`config.mk`:
```
export PLATFORM = sky130hd
export DESIGN_NAME = wash_coin_acceptor
export DESIGN_NICKNAME = d
export VERILOG_FILES = /design/src/rtl/wash_coin_acceptor.sv
export SDC_FILE = /design/constraint.sdc
export NUM_CORES = 1
export LEC_CHECK = 0
export BUFFER_PORTS_ARGS = -buffer_cell sky130_fd_sc_hd__buf_2
export CAP_MARGIN = 20
export CORE_ASPECT_RATIO = 1.2
export CORE_MARGIN = 2
export CORE_UTILIZATION = 45
export DETAILED_ROUTE_END_ITERATION = 6
export PLACE_DENSITY = 0.7
export SYNTH_ARGS = -nofsm -noshare
export SYNTH_HDL_FRONTEND = slang
export SYNTH_SLANG_ARGS = --single-unit
```
`constraint.sdc`:
```
create_clock -name clk -period 5.58 [get_ports clk]
set_input_delay 1.116 -clock clk [delete_from_list [all_inputs] [get_ports clk]]
set_output_delay 1.116 -clock clk [all_outputs]
set_load 0.05 [all_outputs]
```
`src/rtl/wash_coin_acceptor.sv`:
```
// Coin front-end for the washing-machine FSM: accumulates credit, vends single/double wash,
// pays change, refunds on cancel and locks out coins while a wash runs. Optional macro: TIMEOUT_REFUND_EN.
module wash_coin_acceptor #(
  parameter int CREDIT_W     = 4,
  parameter int PRICE_SINGLE = 4,
  parameter int PRICE_DOUBLE = 6,
  parameter int TIMEOUT_CYC  = 15
) (
  input  logic                clk,
  input  logic                rst,
  input  logic                coin_valid_i,
  input  logic [1:0]          coin_value_i,
  input  logic                double_sel_i,
  input  logic                cancel_i,
  input  logic                done_i,
  input  logic                off_interrupt_i,
  output logic                coin_deposit_o,
  output logic                double_wash_o,
  output logic                coin_reject_o,
  output logic                change_valid_o,
  output logic [CREDIT_W-1:0] change_o,
  output logic                refund_valid_o,
  output logic [CREDIT_W-1:0] refund_o,
  output logic [CREDIT_W-1:0] credit_o,
  output logic [2:0]          state_o
);

  // Strobe semantics: no back-pressure. Every coin_valid_i cycle is answered one cycle later,
  // either by a credit_o update (accepted) or by a one-cycle coin_reject_o pulse.
  typedef enum logic [2:0] {
    S_IDLE    = 3'd0,
    S_COLLECT = 3'd1,
    S_VEND    = 3'd2,
    S_CHANGE  = 3'd3,
    S_REFUND  = 3'd4,
    S_LOCKED  = 3'd5
  } state_e;

`ifdef TIMEOUT_REFUND_EN
  localparam bit TIMER_EN = 1'b1;
`else
  localparam bit TIMER_EN = 1'b0;
`endif

  localparam logic [CREDIT_W:0]   MAX_SUM     = (CREDIT_W+1)'(2**CREDIT_W - 1);
  localparam logic [CREDIT_W-1:0] P_SINGLE    = CREDIT_W'(PRICE_SINGLE);
  localparam logic [CREDIT_W-1:0] P_DOUBLE    = CREDIT_W'(PRICE_DOUBLE);
  localparam logic [CREDIT_W-1:0] TIMEOUT_LIM = CREDIT_W'(TIMEOUT_CYC);

  state_e              state_q;
  logic [CREDIT_W-1:0] credit_q, change_q, refund_q, timer_q, timer_d;
  logic                coin_deposit_q, double_wash_q, coin_reject_q;
  logic                change_valid_q, refund_valid_q;
  logic [CREDIT_W-1:0] price, vend_price, remainder;
  logic [CREDIT_W:0]   coin_amt, credit_sum;
  logic                go_vend, go_refund, timed_out, accept;

  always_comb begin
    price      = double_sel_i ? P_DOUBLE : P_SINGLE;
    // The selection latched on VEND entry fixes the price actually charged.
    vend_price = double_wash_q ? P_DOUBLE : P_SINGLE;
    remainder  = credit_q - vend_price;
    case (coin_value_i)
      2'b00:   coin_amt = (CREDIT_W+1)'(1);
      2'b01:   coin_amt = (CREDIT_W+1)'(2);
      2'b10:   coin_amt = (CREDIT_W+1)'(5);
      default: coin_amt = '0;
    endcase
    credit_sum = {1'b0, credit_q} + coin_amt;
    timed_out  = TIMER_EN && (timer_q == TIMEOUT_LIM);
    go_vend    = (state_q == S_COLLECT) && (credit_q >= price);
    go_refund  = (state_q == S_COLLECT) && !go_vend && (cancel_i || timed_out);
    accept     = coin_valid_i && (coin_value_i != 2'b11) && !cancel_i && !go_vend && !go_refund &&
                 ((state_q == S_IDLE) || (state_q == S_COLLECT)) && (credit_sum <= MAX_SUM);
    timer_d    = '0;
    if (TIMER_EN && (state_q == S_COLLECT) && !go_vend && !go_refund && !accept)
      timer_d = timer_q + CREDIT_W'(1);
  end

  always_ff @(posedge clk or negedge rst) begin
    if (!rst) begin
      state_q        <= S_IDLE;
      credit_q       <= '0;
      timer_q        <= '0;
      coin_deposit_q <= 1'b0;
      double_wash_q  <= 1'b0;
      coin_reject_q  <= 1'b0;
      change_valid_q <= 1'b0;
      change_q       <= '0;
      refund_valid_q <= 1'b0;
      refund_q       <= '0;
    end else begin
      timer_q        <= timer_d;
      coin_reject_q  <= coin_valid_i && !accept;
      coin_deposit_q <= 1'b0;
      change_valid_q <= 1'b0;
      change_q       <= '0;
      refund_valid_q <= 1'b0;
      refund_q       <= '0;
      case (state_q)
        S_IDLE: begin
          if (accept) begin
            credit_q <= credit_sum[CREDIT_W-1:0];
            state_q  <= S_COLLECT;
          end
        end
        S_COLLECT: begin
          if (go_vend) begin
            coin_deposit_q <= 1'b1;
            double_wash_q  <= double_sel_i;
            state_q        <= S_VEND;
          end else if (go_refund) begin
            refund_valid_q <= 1'b1;
            refund_q       <= credit_q;
            state_q        <= S_REFUND;
          end else if (accept) begin
            credit_q <= credit_sum[CREDIT_W-1:0];
          end
        end
        S_VEND: begin
          credit_q <= remainder;
          if (remainder != '0) begin
            change_valid_q <= 1'b1;
            change_q       <= remainder;
            state_q        <= S_CHANGE;
          end else begin
            state_q <= S_LOCKED;
          end
        end
        S_CHANGE: begin
          credit_q <= '0;
          state_q  <= S_LOCKED;
        end
        S_REFUND: begin
          credit_q <= '0;
          state_q  <= S_IDLE;
        end
        S_LOCKED: begin
          if (done_i || off_interrupt_i) begin
            double_wash_q <= 1'b0;
            state_q       <= S_IDLE;
          end
        end
        default: state_q <= S_IDLE;
      endcase
    end
  end

  assign coin_deposit_o = coin_deposit_q;
  assign double_wash_o  = double_wash_q;
  assign coin_reject_o  = coin_reject_q;
  assign change_valid_o = change_valid_q;
  assign change_o       = change_q;
  assign refund_valid_o = refund_valid_q;
  assign refund_o       = refund_q;
  assign credit_o       = credit_q;
  assign state_o        = state_q;

endmodule

```
==> reports/results.ini <==
[run_status]
status = complete, no violations

[worst_setup_path]
slowest_stage = fa_1
rr_endpoint = state_o[2]
required_ns = 5.80
crit_fanout = 7
crit_chain = buf_2 -> inv_1 -> ha_1 -> fa_1 -> a21o_1 -> a221oi_4 -> a21oi_2 -> a211oi_2
startpoint_type = primary input
critPathMaxStageDelay_ns = 0.41
worst-r2r-setup-slack_ns = 3.37
endpoint_kind = flip-flop
criticalPathCategory = in -> reg
r2r_cells = 6
crit_arrival_ns = 2.90
reg2reg_from = credit_o[1]

[timing]
fmax_mhz = 373
worstMarginPinSlew_ns = 0.759
setup_viol = 0
setup_tns_ns = 0
drv_slew = 0
relSlewSlack = 0.487
period_share = 0.481
clock_skew_ns = 0.00114
min_period_ns = 2.68
hold_viol = 0
setup_slack_ns = 2.90
rsz0062_at_grt = false

[placed_design]
port_buffers = 28
dp_hpwl_um = 1740
pre_cts_ws_ns = 2.58
gp_congestion = 0.766

[yosys]
yosysSeqAreaShare = 0.466
yosysMostFrequentCell = dfrtp_1
ys_ff_latch = 20
yosysWarnings = 0
synth_area_mm2 = 0.00107
synthTopCellsByArea = dfrtp_1, ha_1, nor2_1
synth_edf_count = 0
async_flop_share = 1.00
synth_top_cells_by_count = dfrtp_1, nor2_1, inv_1
synthDistinctLibCells = 40
synth.top_cell.area_share = 0.466
syn_avg_cell_area_um2 = 11.0
synthesis.nets = 114
yosys.area.top_type = dfrtp_1
synth_flop_cell = dfrtp_1
syn_inst = 98

[layout]
nFillCells = 210
seqCellArea_um2 = 500
diodes = 0
multi_input_area_um2 = 542
drive_gt1_frac = 0.318
syn_to_final_growth_pct = 19.6
fin_nets = 146

[clock_tree]
cts_max_level = 1
postCtsSetupRepairBufs = 0
clock_path_buffers = 2
cts_hold_buf = 0
cts_buffers = 3
clk_latency_ns = 0.30
cts_resized = 0
path_clk_slew_ns = 0.11
cts-root-buf = clkbuf_4
clock_sinks = 20
cts_tree = done

[hold_path]
hold_class = reg -> reg
worstHoldStart = double_wash_o
min_path_cells = 2
min_to = double_wash_o

[global_routing]
grtUsageTotal = 0.176
grt_pass1_wl_um = 3800
grt_max_degree = 21
antenna_found_initial = 0
first_global_vias = 851
grt_overflow_total = 0

[detailed_routing]
drt_wl_total_um = 2230
top_layer = met4
antenna_left = 0
wl_met2_um = 1150
wire_per_inst_um = 13.9
first_iter_violations = 9
via_count = 867
via_per_inst = 5.42
route.met3.wl_um = 97
drc = 0
wl_met1_um = 969
firstDrtPassIters = 4

[floorplanning]
ios = 29
die_area_mm2 = 0.00279
core-area_mm2 = 0.00228
chipHeight_um = 57.5
floorplan.rows = 19
start_util = 0.470
fp.dieW_um = 48.6

[pwr]
p_leak_nw = 0.688
ir_drop_v = 0.000493
p_per_area_mw_per_mm2 = 653

[flow_run]
maxCapViolCount = 0

cell families after synthesis:
family / share of synthesized area
simple gates: 0.195
buf+inv: 0.0291
other cells: 0.00349
compound gates: 0.192
flops: 0.466
xor+xnor: 0.0163
mux: 0.00932
fa+ha+maj: 0.0886
worst max path at each step:
stage                          from          end  depth (start not counted)
floorplan           coin_value_i[0]  credit_o[3]                          7
global placement    coin_value_i[0]  credit_o[3]                          8
detailed placement  coin_value_i[0]  credit_o[3]                          8
CTS                 coin_value_i[0]  credit_o[1]                          8
global route           double_sel_i   state_o[2]                          6
finish              coin_value_i[0]  credit_o[1]                          8
metal layers:
metal,vias to the layer above,GRT usage
li1,413,-
met1,424,0.217
met2,28,0.323
met3,2,0.0262
met4,0,0.0449
met5,-,0
stage by stage:
stage / hold slack (ns) / std cells / area [um2] / util / total power [W]
floorplan: 0.794 / 98 / 1070 / - / 0.000641
global placement: 0.572 / 156 / 1250 / 0.547 / 0.000744
detailed placement: 0.597 / 156 / 1250 / 0.547 / 0.000761
CTS: 0.624 / 160 / 1280 / 0.563 / 0.000843
global route: 0.667 / 160 / 1280 / 0.563 / 0.000903
finish: 0.613 / 160 / 1280 / 0.563 / 0.000838
worst max-delay path: cells and delay by family:
| kind | cells | cell delay [ns] |
|---|---|---|
| AO/OA/AOI/OAI | 4 | 0.95 |
| adder cells (fa/ha/maj) | 2 | 0.63 |
| buffers and inverters | 2 | 0.20 |
area by class of cell:
cell class	count	area share
Multi-Input combinational cell	70	0.422
Sequential cell	20	0.390
Timing Repair Buffer	28	0.109
Tap cell	31	0.0302
Clock buffer	4	0.0283
Inverter	7	0.0205
power breakdown:
group	total [W]	internal (W)	switching, W
clock network	0.0000831	0.0000398	0.0000433
registers	0.000257	0.000192	0.0000650
logic	0.000498	0.000157	0.000341
flip-flops by register name, summed over array words and instances (netlist names):
register	cells
change_o	4
credit_o	4
refund_o	4
state_o	3
change_valid_o	1
coin_deposit_o	1
coin_reject_o	1
double_wash_o	1
refund_valid_o	1
cell usage in the layout (no fill, tap or decap), types with 2 or more instances in the layout:
master / netlist / final
a21o_1: 3 / 3
a21oi_1: 2 / 2
a31oi_1: 3 / 3
and2_1: 3 / 3
and3_1: 3 / 3
buf_2: 1 / 28
clkbuf_4: 0 / 3
dfrtp_1: 20 / 20
ha_1: 6 / 6
inv_1: 7 / 7
nand2_1: 3 / 3
nand2b_1: 2 / 2
nand3_1: 2 / 2
nor2_1: 8 / 8
nor2b_1: 2 / 2
nor3_1: 2 / 2
nor3b_1: 2 / 2
o21ai_0: 5 / 5
or3b_2: 2 / 2
(Power assumes the default switching activity.)
